<file path="config.mk">
export PLATFORM = sky130hd
export DESIGN_NAME = sl_receiver
export DESIGN_NICKNAME = d
export VERILOG_FILES = /design/src/rtl/sl_pkg.sv /design/src/rtl/sl_line_sync.sv /design/src/rtl/sl_receiver.sv
export SDC_FILE = /design/constraint.sdc
export NUM_CORES = 1
export LEC_CHECK = 0
export ABC_AREA = 1
export BUFFER_PORTS_ARGS = -buffer_cell sky130_fd_sc_hd__buf_4
export CAP_MARGIN = 15
export CORE_MARGIN = 2
export CORE_UTILIZATION = 55
export CTS_CLUSTER_DIAMETER = 150
export DETAILED_ROUTE_END_ITERATION = 16
export PLACE_DENSITY = 0.75
export SETUP_SLACK_MARGIN = 0.05
export SLEW_MARGIN = 20
export SYNTH_ARGS = -nofsm -noshare
export SYNTH_HDL_FRONTEND = slang
export SYNTH_SLANG_ARGS = --single-unit
</file>
<file path="constraint.sdc">
create_clock -name clk -period 4.05 [get_ports clk]
set_clock_uncertainty 0.1 [all_clocks]
set_input_delay 0.81 -clock clk [delete_from_list [all_inputs] [get_ports clk]]
set_output_delay 0.81 -clock clk [all_outputs]
set_load 0.03 [all_outputs]
</file>
<file path="src/rtl/sl_pkg.sv">
// Shared types and constants for the SL serial link receiver.
package sl_pkg;

  localparam int unsigned SL_MAX_BITS = 33;
  localparam int unsigned SL_CNT_W    = 6;
  localparam int unsigned SL_DATA_W   = 32;
  localparam int unsigned SL_MODE_W   = 2;

  localparam logic [SL_CNT_W-1:0] SL_LEN_8  = 6'd8;
  localparam logic [SL_CNT_W-1:0] SL_LEN_16 = 6'd16;
  localparam logic [SL_CNT_W-1:0] SL_LEN_24 = 6'd24;
  localparam logic [SL_CNT_W-1:0] SL_LEN_32 = 6'd32;

  typedef enum logic [2:0] {
    IDLE      = 3'd0,
    RECV      = 3'd1,
    CHECK     = 3'd2,
    ERR       = 3'd3,
    STOP_WAIT = 3'd4
  } sl_state_e;

  // Number of data bits selected by the run-time mode input.
  function automatic logic [SL_CNT_W-1:0] sl_len(input logic [SL_MODE_W-1:0] mode);
    logic [SL_CNT_W-1:0] len;
    case (mode)
      2'b00:   len = SL_LEN_8;
      2'b01:   len = SL_LEN_16;
      2'b10:   len = SL_LEN_24;
      default: len = SL_LEN_32;
    endcase
    return len;
  endfunction

endpackage

</file>
<file path="src/rtl/sl_line_sync.sv">
// Two-flop synchronizer for one SL line with edge strobes.
// The strobes and the low level are held off until the pipeline carries real
// samples, so a line already low at reset release produces no fall.
module sl_line_sync (
  input  logic clk,
  input  logic rst_n,
  input  logic line,
  output logic low_c,
  output logic fall_c,
  output logic rise_c
);

  logic       meta_q, meta_d;
  logic       sync_q, sync_d;
  logic       prev_q, prev_d;
  logic [1:0] fill_q, fill_d;
  logic       live_c;

  // Next-state for the sync pipeline and the fill counter.
  always_comb begin
    meta_d = line;
    sync_d = meta_q;
    prev_d = sync_q;
    fill_d = (fill_q == 2'd3) ? fill_q : fill_q + 2'd1;
  end

  // Pipeline registers; reset to the idle-high line level.
  always_ff @(posedge clk or negedge rst_n) begin
    if (!rst_n) begin
      meta_q <= 1'b1;
      sync_q <= 1'b1;
      prev_q <= 1'b1;
      fill_q <= 2'd0;
    end else begin
      meta_q <= meta_d;
      sync_q <= sync_d;
      prev_q <= prev_d;
      fill_q <= fill_d;
    end
  end

  assign live_c = (fill_q == 2'd3);
  assign low_c  = live_c & ~sync_q;
  assign fall_c = live_c & prev_q & ~sync_q;
  assign rise_c = live_c & ~prev_q & sync_q;

endmodule

</file>
<file path="src/rtl/sl_receiver.sv">
// SL two-wire receiver: decodes return-to-idle pulses, frames on stop,
// checks odd parity and presents the last good word.
module sl_receiver
  import sl_pkg::*;
(
  input  logic                 clk,
  input  logic                 reset,
  input  logic                 sl0,
  input  logic                 sl1,
  input  logic [SL_MODE_W-1:0] mode,
  output logic [SL_DATA_W-1:0] data,
  output logic                 valid,
  output logic                 ready
);

  logic low0_c, fall0_c, rise0_c;
  logic low1_c, fall1_c, rise1_c;

  sl_line_sync u_sync0 (
    .clk    (clk),
    .rst_n  (reset),
    .line   (sl0),
    .low_c  (low0_c),
    .fall_c (fall0_c),
    .rise_c (rise0_c)
  );

  sl_line_sync u_sync1 (
    .clk    (clk),
    .rst_n  (reset),
    .line   (sl1),
    .low_c  (low1_c),
    .fall_c (fall1_c),
    .rise_c (rise1_c)
  );

  sl_state_e               state_q, state_d;
  logic [SL_MAX_BITS-1:0]  shreg_q, shreg_d;
  logic [SL_CNT_W-1:0]     cnt_q, cnt_d;
  logic [SL_MODE_W-1:0]    mode_q, mode_d;
  logic [SL_DATA_W-1:0]    data_q, data_d;
  logic                    valid_q, valid_d;
  logic                    ready_q, ready_d;
  logic                    arm0_q, arm0_d;
  logic                    arm1_q, arm1_d;

  logic                    bit_vld_c;
  logic                    bit_val_c;
  logic                    stop_c;
  logic                    idle_c;
  logic [SL_CNT_W-1:0]     len_p1_c;

  // A pulse is armed by its fall and disarmed if the other line drops.
  always_comb begin
    arm0_d = arm0_q;
    arm1_d = arm1_q;
    if (low1_c)       arm0_d = 1'b0;
    else if (fall0_c) arm0_d = 1'b1;
    else if (rise0_c) arm0_d = 1'b0;
    if (low0_c)       arm1_d = 1'b0;
    else if (fall1_c) arm1_d = 1'b1;
    else if (rise1_c) arm1_d = 1'b0;
  end

  assign bit_vld_c = (rise0_c & arm0_q & ~low1_c) | (rise1_c & arm1_q & ~low0_c);
  assign bit_val_c = rise1_c;
  assign stop_c    = low0_c & low1_c;
  assign idle_c    = ~low0_c & ~low1_c;
  assign len_p1_c  = sl_len(mode_q) + 6'd1;

  // Message framing FSM: next state and register updates.
  always_comb begin
    state_d = state_q;
    shreg_d = shreg_q;
    cnt_d   = cnt_q;
    mode_d  = mode_q;
    data_d  = data_q;
    valid_d = valid_q;
    case (state_q)
      IDLE: begin
        if (bit_vld_c) begin
          state_d = RECV;
          mode_d  = mode;
          shreg_d = SL_MAX_BITS'(bit_val_c);
          cnt_d   = 6'd1;
          valid_d = 1'b0;
        end else if (stop_c) begin
          state_d = STOP_WAIT;
        end
      end
      RECV: begin
        if (stop_c) begin
          state_d = CHECK;
        end else if (bit_vld_c) begin
          if (cnt_q == len_p1_c) begin
            state_d = ERR;
          end else begin
            shreg_d = {shreg_q[SL_MAX_BITS-2:0], bit_val_c};
            cnt_d   = cnt_q + 6'd1;
          end
        end
      end
      CHECK: begin
        if ((cnt_q == len_p1_c) && (^shreg_q)) begin
          data_d  = shreg_q[SL_MAX_BITS-1:1];
          valid_d = 1'b1;
        end
        state_d = STOP_WAIT;
      end
      ERR: begin
        if (stop_c) state_d = STOP_WAIT;
      end
      STOP_WAIT: begin
        if (idle_c) state_d = IDLE;
      end
      default: state_d = IDLE;
    endcase
    ready_d = (state_d == IDLE);
  end

  // State and datapath registers.
  always_ff @(posedge clk or negedge reset) begin
    if (!reset) begin
      state_q <= IDLE;
      shreg_q <= '0;
      cnt_q   <= '0;
      mode_q  <= '0;
      data_q  <= '0;
      valid_q <= 1'b0;
      ready_q <= 1'b1;
      arm0_q  <= 1'b0;
      arm1_q  <= 1'b0;
    end else begin
      state_q <= state_d;
      shreg_q <= shreg_d;
      cnt_q   <= cnt_d;
      mode_q  <= mode_d;
      data_q  <= data_d;
      valid_q <= valid_d;
      ready_q <= ready_d;
      arm0_q  <= arm0_d;
      arm1_q  <= arm1_d;
    end
  end

  assign data  = data_q;
  assign valid = valid_q;
  assign ready = ready_q;

endmodule

</file>
# [Yosys cells after proc, flatten, opt, wreduce, memory -nomap -nowiden]
# Cells that the tools add are included.
[op_classes] mux=27 n_reduce_logical=13 bitwise=23 n_eq_ne=14 addsub=4
[op_table] op="2-to-1 mux 33 bit" n=4
[op_table] op="one-hot mux 33 bit (2 select lines)" n=1
[op_table] op="XOR reduction 33 bit" n=1
[op_table] op="2-to-1 mux 6 bit" n=4
[op_table] op="2-to-1 mux 3 bit" n=6
[op_table] op="one-hot mux 6 bit (3 select lines)" n=1
[op_table] op="AND 1 bit" n=16
[op_table] op="one-hot mux 3 bit (5 select lines)" n=1
[op_table] op="adder 6 x 1 -> 6 bit, second input constant" n=2
[op_table] op="one-hot mux 6 bit (2 select lines)" n=1
[op_table] op="inequality test 2 bit, second input constant" n=5
[op_table] op="2-to-1 mux 1 bit" n=8
[op_table] op="== test 2 bit, second input constant" n=3
[op_table] op="== test 3 x 2 -> 1 bit, second input constant" n=2
[op_table] op="== test 6 bit" n=1
[op_table] op="zero test 3 bit" n=2
[op_table] op="inverter 1 bit" n=6
[op_table] op="nonzero test 3 bit" n=2
[op_table] op="AND reduction 5 bit" n=1
[op_table] op="adder 2 x 1 -> 2 bit, second input constant" n=2
[op_table] op="AND reduction 2 bit" n=2
[op_table] op="nonzero test 2 bit" n=2
[op_table] op="== test 3 x 1 -> 1 bit, second input constant" n=1
[op_table] op="== test 3 bit, second input constant" n=1
[op_table] op="other kinds (6)" n=6
[totals] inputBits=6 wordCells=98 ff_bits=90 output_inout_bits=34

# [Depth between registers and ports, before layout]
# Gate-level depths: netlist of run 1.
[logic_depth] depth_word=10 depth_mapped=16 mapped_depth_nobuf=15

# [Modules after synthesis]
# Synthesis of run 1 repeated with hierarchy kept, for this count alone.
[hier_totals] hier_cells=531 area_unflattened_um2=4659.5
[modules_own_cells] module="sl_receiver" n_inst=1 area_per_inst_um2=4279.1 cells_per_inst=493
[modules_own_cells] module="sl_line_sync" n_inst=2 area_per_inst_um2=190.2 cells_per_inst=19

# [Worst setup path after synthesis of run 1]
# Ideal clock, no wire load.
[synth_timing] path_type="register -> register" start="register mode_q[1]" end="register data_q[10], in the netlist data[10]" path_stages_with_launch=10 path_slack_ns=2.138 synth_period_minus_slack_ns=1.912 t_arrival_ns=1.746 n_path_buf=1 setup_ns=0.066 path_cell_list="dfrtp_1 > inv_1 > ha_1 > o22ai_1 > a21oi_1 > nand4_1 > nor2_2 > clkbuf_1 > nand4_1 > nand2_1"
[synth_via] elab_chain_cells=6 word_cells_on_any_way=8 classes_between="add/sub: 1; eq/ne: 3; mux: 1; reduce/logical: 3"
[synth_lines] element="from (decl)" line="sl_receiver.sv:40" text="logic [SL_MODE_W-1:0] mode_q, mode_d;"
[synth_lines] element="from (signal assigned)" line="sl_receiver.sv:137" text="mode_q <= mode_d;"
[synth_lines] element="== test 2 bit, or another cell as far along" line="sl_pkg.sv:25" text="case (mode)"
[synth_lines] element="one-hot mux 6 bit (3 select lines) *" line="sl_pkg.sv:25"
[synth_lines] element="adder 6 x 1 -> 6 bit *" line="sl_receiver.sv:69" text="assign len_p1_c = sl_len(mode_q) + 6'd1;"
[synth_lines] element="== test 6 bit *" line="sl_receiver.sv:104" text="if ((cnt_q == len_p1_c) && (^shreg_q)) begin"
[synth_lines] element="logical AND 1 bit *" line="sl_receiver.sv:104"
[synth_lines] element="AND reduction 2 bit (no line) *"
[synth_lines] element="to (signal assigned)" line="sl_receiver.sv:138" text="data_q <= data_d;"
[synth_lines] element="to (decl)" line="sl_receiver.sv:41" text="logic [SL_DATA_W-1:0] data_q, data_d;"
# Every way passes the cells marked *; elsewhere a longest branch is shown, timed or not.
# A chain may end at the register's enable or synchronous reset.

# [Worst setup path after layout of run 1]
[layout_timing] start="register u_sync0.fill_q[0]" end="register shreg_q[25]"
[layout_via] elab_chain_cells=8 word_cells_on_any_way=14 classes_between="eq/ne: 4; bitwise: 9; reduce/logical: 1"
[layout_lines] element="from (decl)" line="sl_line_sync.sv:16" text="logic [1:0] fill_q, fill_d;"
[layout_lines] element="from (signal assigned)" line="sl_line_sync.sv:38" text="fill_q <= fill_d;"
[layout_lines] element="== test 2 bit *" line="sl_line_sync.sv:42" text="assign live_c = (fill_q == 2'd3);"
[layout_lines] element="AND 1 bit (2 in series)" line="sl_line_sync.sv:45" text="assign rise_c = live_c & ~prev_q & sync_q;"
[layout_lines] element="AND 1 bit (2 in series)" line="sl_receiver.sv:65" text="assign bit_vld_c = (rise0_c & arm0_q & ~low1_c) | (rise1_c & arm1_q & ~low0_c);"
[layout_lines] element="OR 1 bit" line="sl_receiver.sv:65"
[layout_lines] element="inequality test 2 bit (no line)"
[layout_lines] element="AND reduction 5 bit (no line) *"
[layout_lines] element="to (signal assigned)" line="sl_receiver.sv:135" text="shreg_q <= shreg_d;"
[layout_lines] element="to (decl)" line="sl_receiver.sv:38" text="logic [SL_MAX_BITS-1:0] shreg_q, shreg_d;"
# Marked as above.

==> qor.yml, run 1 <==
cells_and_area:
  layout-drive-gt1-share_pct: 13.7
  final_cells: 699
  fin_area_sq_um: 5020
  synthToLayoutAreaGrowth_pct: 11.9
  final_util_pct: 64.3
  antenna_cells: 0
  nNetsFinal: 605
setup_path:
  crit_type: "register to register"
  path_max_fanout: 36
  cp_slowest_cell: "nand2_1"
  crit_arrival_ns: 3.11
  critPathMaxStageDelay_ns: 0.54
  start_kind: "register"
  required_ns: 4.22
  cp_cell_sequence: "ha_1 > inv_1 > nor2_1 > inv_1 > a31oi_2 > inv_2 > nand3_2 > buf_4 > nand2_1 > buf_4 > o22ai_1"
  path_buf_inv: 5
  critPathCaptureType: "register"
  critPathTopFamily: "buffers and inverters"
grt:
  grt-busiest-layer: "met2"
  grt_pass1_vias: 3590
  grt_use_total_pct: 22.5
  antenna_found_initial: 0
  use_met2_pct: 38.1
  grt_pass1_wl_microns: 16000
  grt_max_degree: 53
  grt_use_met1_pct: 30.2
  overflow: 0
  met3_usage_pct: 2.71
yosys:
  synth_adder_area_share_pct: 1.95
  synthTopCellsByArea: "dfrtp_1, nand2_1, nand4_1"
  synth_flop_cell: "dfrtp_1"
  syn_inst: 558
  synthesis.nets: 571
  avgSynthCellArea_sq_um: 8.04
  synth_common_cells: "nand2_1, dfrtp_1, inv_1"
  synth_top_family_by_area: "simple AND/OR/NAND/NOR gates"
  syn-cell-area_sq_um: 4490
  synthMostInstantiatedCell: "nand2_1"
  synth_xor_area_share_pct: 2.73
  muxShareOfSynthArea_pct: 0
  synth_edf_count: 0
  ys_warn_count: 0
  synth-simple-area-share_pct: 29.0
  seq_area_frac_synth_pct: 50.4
  ys_types: 32
  ys_ff_latch: 90
  netlist.area_leader.share_pct: 46.3
  synthArstFlopShare_pct: 100
  synth_top_area_cell: "dfrtp_1"
  synth-compound-area-share_pct: 7.89
timing:
  setup_viol: 0
  fmax_mhz: 339
  post-route-period-util_pct: 72.8
  fin_crit_ns: 2.95
  finalHoldViolCount: 0
  timing.setup.tns_ns: 0
  relSlewSlack_pct: 47.3
  worstMarginPinSlew_ns: 0.789
  rsz0062_at_grt: "no"
  slew_viol_final: 0
die:
  ios: 40
  core_sq_um: 7810
  dieArea_sq_um: 8900
  start_util_pct: 57.5
  die_w_microns: 94.3
  rows: 32
  die_h_microns: 94.3
placed_design:
  portBuffers: 39
  dp_hpwl_microns: 6150
  postPlaceCellArea_sq_um: 4820
  dp.cells: 683
  place_congestion: 0.822
clock_tree:
  postCtsHoldBufs: 0
  clk_latency_ns: 0.35
  cts_tree: "yes"
  cts_setup_buffers: 0
  cts-resized-gates: 0
  htreeDepth: 3
  numCtsBuffers: 9
  clk_pin_slew_ns: 0.09
  cts_sinks: 90
  clockBufferDepth: 2
  cts_root_buf: "clkbuf_8"
outcome:
  status: "completed"
routing:
  drtIter0Drc: 170
  dr_total_vias: 3673
  post-route-drc-count: 0
  viasPerCell: 5.25
  ant_nets: 0
  wl_per_cell_microns: 12.8
  drtPass1Iterations: 4
  postRouteWirelength_microns: 8960
power_and_ir_drop:
  total_power_mw: 1.79
  p_leak_nw: 2.69
  ir_drop_v: 0.000183
  powerDensity_nw_per_um2: 356
worst_hold_path:
  hold_path_class: "input port to async pin"
run:
  drv_cap: 0
[routing by layer]
layer	share of wire [%]	wire length [microns]	vias to the layer above
li1	-	-	1874
met1	47	4190	1719
met2	48	4310	69
met3	3.7	332	11
met4	1.3	119	0
met5	0	0	-
[worst paths after layout]
check	startpoint	endpoint	slack [ns]	cells after the start
worst min-delay path	reset	data[5]$_DFFE_PN0P_	0.13	1
worst min register to register	u_sync0.meta_q$_DFF_PN1_	u_sync0.prev_d$_DFF_PN1_	0.26	0
worst max-delay path	u_sync0.fill_q[0]$_DFFE_PN0P_	shreg_q[25]$_DFFE_PN0P_	1.10	11
worst max register to register	u_sync0.fill_q[0]$_DFFE_PN0P_	shreg_q[25]$_DFFE_PN0P_	1.10	11
min in group clk	u_sync0.meta_q$_DFF_PN1_	u_sync0.prev_d$_DFF_PN1_	0.26	0
max in group asynchronous	reset	shreg_q[29]$_DFFE_PN0P_	2.94	2
[cell families after synthesis]
kind of cell | count (synthesis)
AOI/OAI and AO/OA | 58
adders and majority gates | 7
xor gates and xnor gates | 14
buffers and inverters | 84
DFF | 90
and+or+nand+nor | 305
[worst reg2reg max path, delay by kind of cell, from the launching register on]
kind	cells	cell delay (ns)
compound gates	2	0.37
fa+ha+maj	1	0.21
buf+inv	5	1.00
flops	1	0.37
simple gates	3	0.82
[placed cells by master (no fill, tap or decap), drive strengths merged, types with 6 or more instances in the layout]
cell type,count
nand4,35
o22ai,34
xor2,6
a21oi,8
dfstp,7
nor2,28
buf,44
clkbuf,10
nand3,13
xnor2,8
ha,7
dfrtp,83
inv,66
nand2,222
o21ai,11
[sequential cells by signal, summed over array words and instances (netlist names), 2 cells and up]
signal,flops
mode_q,2
data,32
shreg_q,33
u_sync0.fill_q,2
u_sync1.fill_q,2
cnt_q,6
state_q,3
[cell type report]
cell class              count  area, sq um
fillers                   660         2780
inverters                  63          236
multi-input cells         384         1870
well taps                 102          128
clock buffers              10          128
flip-flops and latches     90         2260
clock inverters             6         72.6
repair buffers             44          330
[where the power goes]
part	switching, mW	total (mW)	leakage (nW)	internal [mW]
Combinational	0.142	0.209	1.39	0.0663
Sequential	0.0231	0.955	1.20	0.932
Clock	0.331	0.625	0.0979	0.294
Total	0.497	1.79	2.69	1.29
[stage by stage]
| stage | hold slack, ns | worst slack (ns) |
|---|---|---|
| floorplan | 0.245 | 2.14 |
| global placement | 0.247 | 1.26 |
| detailed placement | 0.250 | 1.12 |
| CTS | 0.115 | 1.08 |
| global route | 0.110 | 0.750 |
| finish | 0.125 | 1.10 |
(Power assumes the default switching activity.)
==> inputs of run 2 (changes only) <==
ABC_AREA = 0   (was 1)
clock period = 2.92 ns   (was 4.05 ns; I/O delays follow)
==> qor.yml, run 2 <==
setup_path:
  cp_slowest_cell: "dfrtp_1"
  critPathTopFamily: "XOR/XNOR gates"
  crit_type: "register to register"
  reg2reg_from: "shreg_q[28]$_DFFE_PN0P_"
  cp_cell_sequence: "xor2_1 > xnor2_1 > xnor2_1 > xnor2_1 > xnor2_1 > buf_4 > mux2i_4 > buf_12 > mux2_2"
  crit_arrival_ns: 2.73
  path_max_fanout: 19
  path_buf_inv: 2
  critPathCaptureType: "register"
  required_ns: 3.06
  ff2ff_setup_slack_ns: 0.34
  reg2reg_to: "data[0]$_DFFE_PN0P_"
  start_kind: "register"
  cp.depth: 9
  reg2reg_depth: 9
  critPathMostFrequentCell: "xnor2_1"
  critPathMaxStageDelay_ns: 0.43
die:
  die_w_microns: 89.7
  die_h_microns: 89.7
  dieArea_sq_um: 8050
  core_sq_um: 7180
  rows: 31
  start_util_pct: 56.3
  ios: 40
power_and_ir_drop:
  p_leak_nw: 2.33
  ir_drop_v: 0.000241
  powerDensity_nw_per_um2: 490
yosys:
  synth_common_cells: "dfrtp_1, nand2_1, nand3_1"
  ys_ff_latch: 90
  ys_types: 31
  syn-cell-area_sq_um: 4040
  seq_area_frac_synth_pct: 56.0
  synthArstFlopShare_pct: 100
  netlist.area_leader.share_pct: 51.4
  synth_top_area_cell: "dfrtp_1"
  syn_inst: 354
  synthMostInstantiatedCell: "dfrtp_1"
  synthTopCellsByArea: "dfrtp_1, mux2_4, nand2_1"
  synth_flop_cell: "dfrtp_1"
  ys_warn_count: 0
  synthesis.nets: 367
  avgSynthCellArea_sq_um: 11.4
  synth_edf_count: 0
placed_design:
  dp_hpwl_microns: 4770
  postPlaceCellArea_sq_um: 4520
  portBuffers: 39
  place_congestion: 0.788
  preCtsSetupSlack_ns: 0.357
cells_and_area:
  nNetsFinal: 413
  largest-register: "shreg_q"
  fin_area_sq_um: 4710
  synthToLayoutAreaGrowth_pct: 16.5
  layout-drive-gt1-share_pct: 27.2
  layout_common_cells: "dfrtp_1, nand2_1, buf_4"
  largest_reg_flops: 33
  final_common_cell: "dfrtp_1"
  final_util_pct: 65.6
  antenna_cells: 0
clock_tree:
  cts-resized-gates: 0
  numCtsBuffers: 9
  cts_sinks: 90
  cts_setup_buffers: 0
  cts_tree: "yes"
  clk_pin_slew_ns: 0.10
  clk_latency_ns: 0.36
  postCtsHoldBufs: 0
  cts_root_buf: "clkbuf_8"
  htreeDepth: 3
  clockBufferDepth: 2
run:
  drv_cap: 0
routing:
  viasPerCell: 5.29
  postRouteWirelength_microns: 7320
  post-route-drc-count: 0
  dr_total_vias: 2666
  top_layer: "met4"
  drtPass1Iterations: 4
  drtIter0Drc: 142
  ant_nets: 0
  wl_per_cell_microns: 14.5
  wl_met1_microns: 3450
  wl_met2_microns: 3530
  wl_met3_microns: 231
timing:
  rsz0062_at_grt: "no"
  post-route-period-util_pct: 88.5
  slew_viol_final: 0
  timing.setup.tns_ns: 0
  setup_viol: 0
  fin_crit_ns: 2.58
  whs_ns: 0.140
  finalHoldViolCount: 0
  worstMarginPinSlew_ns: 0.617
  fmax_mhz: 387
  layout_setup_ws_ns: 0.337
  relSlewSlack_pct: 58.9
grt:
  grt_pass1_wl_microns: 12900
  antenna_found_initial: 0
  grt_pass1_vias: 2655
  grt_max_degree: 49
  grt_use_total_pct: 19.8
  overflow: 0
outcome:
  status: "completed"
worst_hold_path:
  hold_path_class: "input port to async pin"
-- run 2: changes by cell type in the layout (fill, tap and decap cells not counted), sizes merged, moves of 4 or more --
cell / delta
buf: +6
xor2: +4
nand2: -145
inv: -58
o22ai: -34
nor2b: +4
xnor2: +22
nand4: -33
nand3: +21
mux2: +33
nor2: -15
-- run 2: cell type report --
type                       count  area [sq um]
clock inverter                 6          48.8
multi-input combinational    243          1690
sequential                    90          2260
inverter                       6          22.5
clock buffer                  10           138
tap                           99           124
fill                         568          2470
timing repair buffer          50           425
-- run 2: cells by family (layout without fill, tap and decap cells) --
kind of cell / count (synthesis) / count (layout) / synth area share, %
XOR/XNOR: 40 / 40 / 8.67
adder cells (fa/ha/maj): 7 / 7 / 2.17
buffers and inverters: 21 / 72 / 2.60
AO/OA/AOI/OAI: 20 / 20 / 2.73
AND/OR/NAND/NOR: 141 / 141 / 15.4
multiplexers: 35 / 35 / 12.5
flip-flops: 90 / 90 / 56.0
-- run 2: worst max path at each step --
stage                                 start                   end  slack [ns]
floorplan             mode_q[0]$_DFFE_PN0P_  data[10]$_DFFE_PN0P_        0.39
global placement    shreg_q[28]$_DFFE_PN0P_   data[0]$_DFFE_PN0P_        0.40
detailed placement  shreg_q[28]$_DFFE_PN0P_   data[0]$_DFFE_PN0P_        0.36
CTS                 shreg_q[28]$_DFFE_PN0P_   data[0]$_DFFE_PN0P_        0.32
global route          mode_q[0]$_DFFE_PN0P_   data[0]$_DFFE_PN0P_        0.16
finish              shreg_q[28]$_DFFE_PN0P_   data[0]$_DFFE_PN0P_        0.34
-- run 2: where the power goes --
| group | switching, mW | internal (mW) |
|---|---|---|
| logic | 0.120 | 0.0879 |
| clock network | 0.453 | 0.340 |
| registers | 0.0270 | 1.28 |
-- run 2: stage by stage --
| step | instances | power [mW] |
|---|---|---|
| final | 504 | 2.31 |
| after global routing | 504 | 2.42 |
| after CTS | 504 | 2.33 |
| after detailed placement | 488 | 1.54 |
| after global placement | 488 | 1.53 |
| after floorplan | 354 | 1.45 |
-- run 2: per-layer routing --
layer | GRT usage, % | vias up
li1 | - | 1267
met3 | 3.10 | 11
met1 | 27.4 | 1333
met4 | 8.46 | 0
met2 | 31.6 | 55
met5 | 0 | -
==> inputs of run 3 (changes only) <==
BUFFER_PORTS_ARGS = -buffer_cell sky130_fd_sc_hd__buf_2   (was -buffer_cell sky130_fd_sc_hd__buf_4)
==> qor.yml, run 3 (synthesized netlist as in run 2, its figures left out) <==
timing:
  fin_crit_ns: 2.70
  finalHoldViolCount: 0
  worstMarginPinSlew_ns: 0.659
  slew_viol_final: 0
  post-route-period-util_pct: 92.6
  fmax_mhz: 370
  rsz0062_at_grt: "no"
  setup_viol: 0
  layout_setup_ws_ns: 0.216
  relSlewSlack_pct: 55.7
  timing.setup.tns_ns: 0
grt:
  grt_pass1_vias: 2535
  grt_use_total_pct: 18.7
  overflow: 0
  antenna_found_initial: 0
  grt_max_degree: 91
  grt_pass1_wl_microns: 12200
placed_design:
  portBuffers: 39
  preCtsSetupSlack_ns: 0.254
  dp.cells: 489
  dp_hpwl_microns: 4840
  place_congestion: 0.738
cells_and_area:
  antenna_cells: 0
  nNetsFinal: 414
  synthToLayoutAreaGrowth_pct: 14.6
  largest_reg_flops: 33
  largest-register: "shreg_q"
  n_fill_cell: 566
  multi_input_area_sq_um: 1690
  layout-drive-gt1-share_pct: 26.7
  final_util_pct: 64.5
  register_area_sq_um: 2260
  final_common_cell: "dfrtp_1"
  final_cells: 504
  layout_common_cells: "dfrtp_1, nand2_1, buf_2"
clock_tree:
  clk_pin_slew_ns: 0.08
  clockBufferDepth: 2
  clk_latency_ns: 0.35
  cts_tree: "yes"
  htreeDepth: 3
  cts_setup_buffers: 0
  cts_sinks: 90
  cts_root_buf: "clkbuf_8"
  postCtsHoldBufs: 0
  numCtsBuffers: 9
  cts-resized-gates: 0
setup_path:
  start_kind: "register"
  reg2reg_to: "data[10]$_DFFE_PN0P_"
  required_ns: 3.05
  crit_type: "register to register"
  critPathCaptureType: "register"
  ff2ff_setup_slack_ns: 0.22
  path_max_fanout: 25
  crit_arrival_ns: 2.84
  reg2reg_depth: 8
  endpoint: "data[10]$_DFFE_PN0P_"
  reg2reg_from: "shreg_q[14]$_DFFE_PN0P_"
  cp-startpoint: "shreg_q[14]$_DFFE_PN0P_"
power_and_ir_drop:
  ir_drop_v: 0.000306
  powerDensity_nw_per_um2: 527
  p_leak_nw: 2.35
die:
  start_util_pct: 56.3
  ios: 40
  dieArea_sq_um: 8050
  core_sq_um: 7180
  die_w_microns: 89.7
  die_h_microns: 89.7
  rows: 31
routing:
  viasPerCell: 5.19
  post-route-drc-count: 0
  dr_total_vias: 2618
  wl_per_cell_microns: 14.0
  ant_nets: 0
  postRouteWirelength_microns: 7080
  drtIter0Drc: 152
  drtPass1Iterations: 4
worst_hold_path:
  hold_path_class: "input port to async pin"
run:
  drv_cap: 0
outcome:
  status: "completed"
==> run 3: where the power goes <==
group | internal [mW] | total, mW | switching, mW | leakage, nW
clock | 0.526 | 0.935 | 0.409 | 0.110
combinational | 0.0802 | 0.195 | 0.115 | 1.04
sequential | 1.28 | 1.31 | 0.0267 | 1.20
total | 1.89 | 2.44 | 0.551 | 2.35
==> run 3: worst min-delay path by stage <==
stage,startpoint,endpoint,slack [ns],depth (start not counted)
floorplan,reset,arm0_q$_DFFE_PN0P_,0.19,0
global placement,u_sync0.meta_q$_DFF_PN1_,u_sync0.prev_d$_DFF_PN1_,0.25,0
detailed placement,u_sync0.meta_q$_DFF_PN1_,u_sync0.prev_d$_DFF_PN1_,0.25,0
CTS,reset,data[27]$_DFFE_PN0P_,0.18,2
global route,reset,arm1_q$_DFFE_PN0P_,0.21,2
finish,reset,u_sync0.fill_q[1]$_DFFE_PN0P_,0.16,2
==> run 3: layout make-up <==
type,instances,share of cell area [%]
flip-flops and latches,90,48.9
multi-input cells,243,36.5
repair buffers,51,6.76
clock buffers,13,3.43
well taps,99,2.68
clock inverters,2,1.30
inverters,6,0.487
==> run 3: metrics by stage <==
step	power (mW)	hold WS (ns)	instance area, sq um
after global placement	1.52	0.247	4410
after CTS	2.46	0.176	4630
after floorplan	1.45	0.188	4040
after detailed placement	1.53	0.247	4410
final	2.44	0.155	4630
after global routing	2.54	0.206	4630
==> run 3: routing by layer <==
| metal | vias to the layer above | share of wire [%] | global-route usage [%] |
|---|---|---|---|
| met5 | - | 0 | 0 |
| met4 | 0 | 1.3 | 7.44 |
| met3 | 8 | 3.2 | 3.35 |
| met2 | 41 | 48 | 30.1 |
| met1 | 1312 | 47 | 25.6 |
| li1 | 1257 | - | - |
==> run 3: worst max-delay path, stage by stage, from the launching register on <==
cell and delay (ns):
dfrtp_1 0.43, xnor2_1 0.22, xnor2_1 0.11, xnor2_1 0.30, xnor2_1 0.13, xnor2_1 0.39, mux2i_4 0.34, buf_12 0.24
mux2_4 0.32
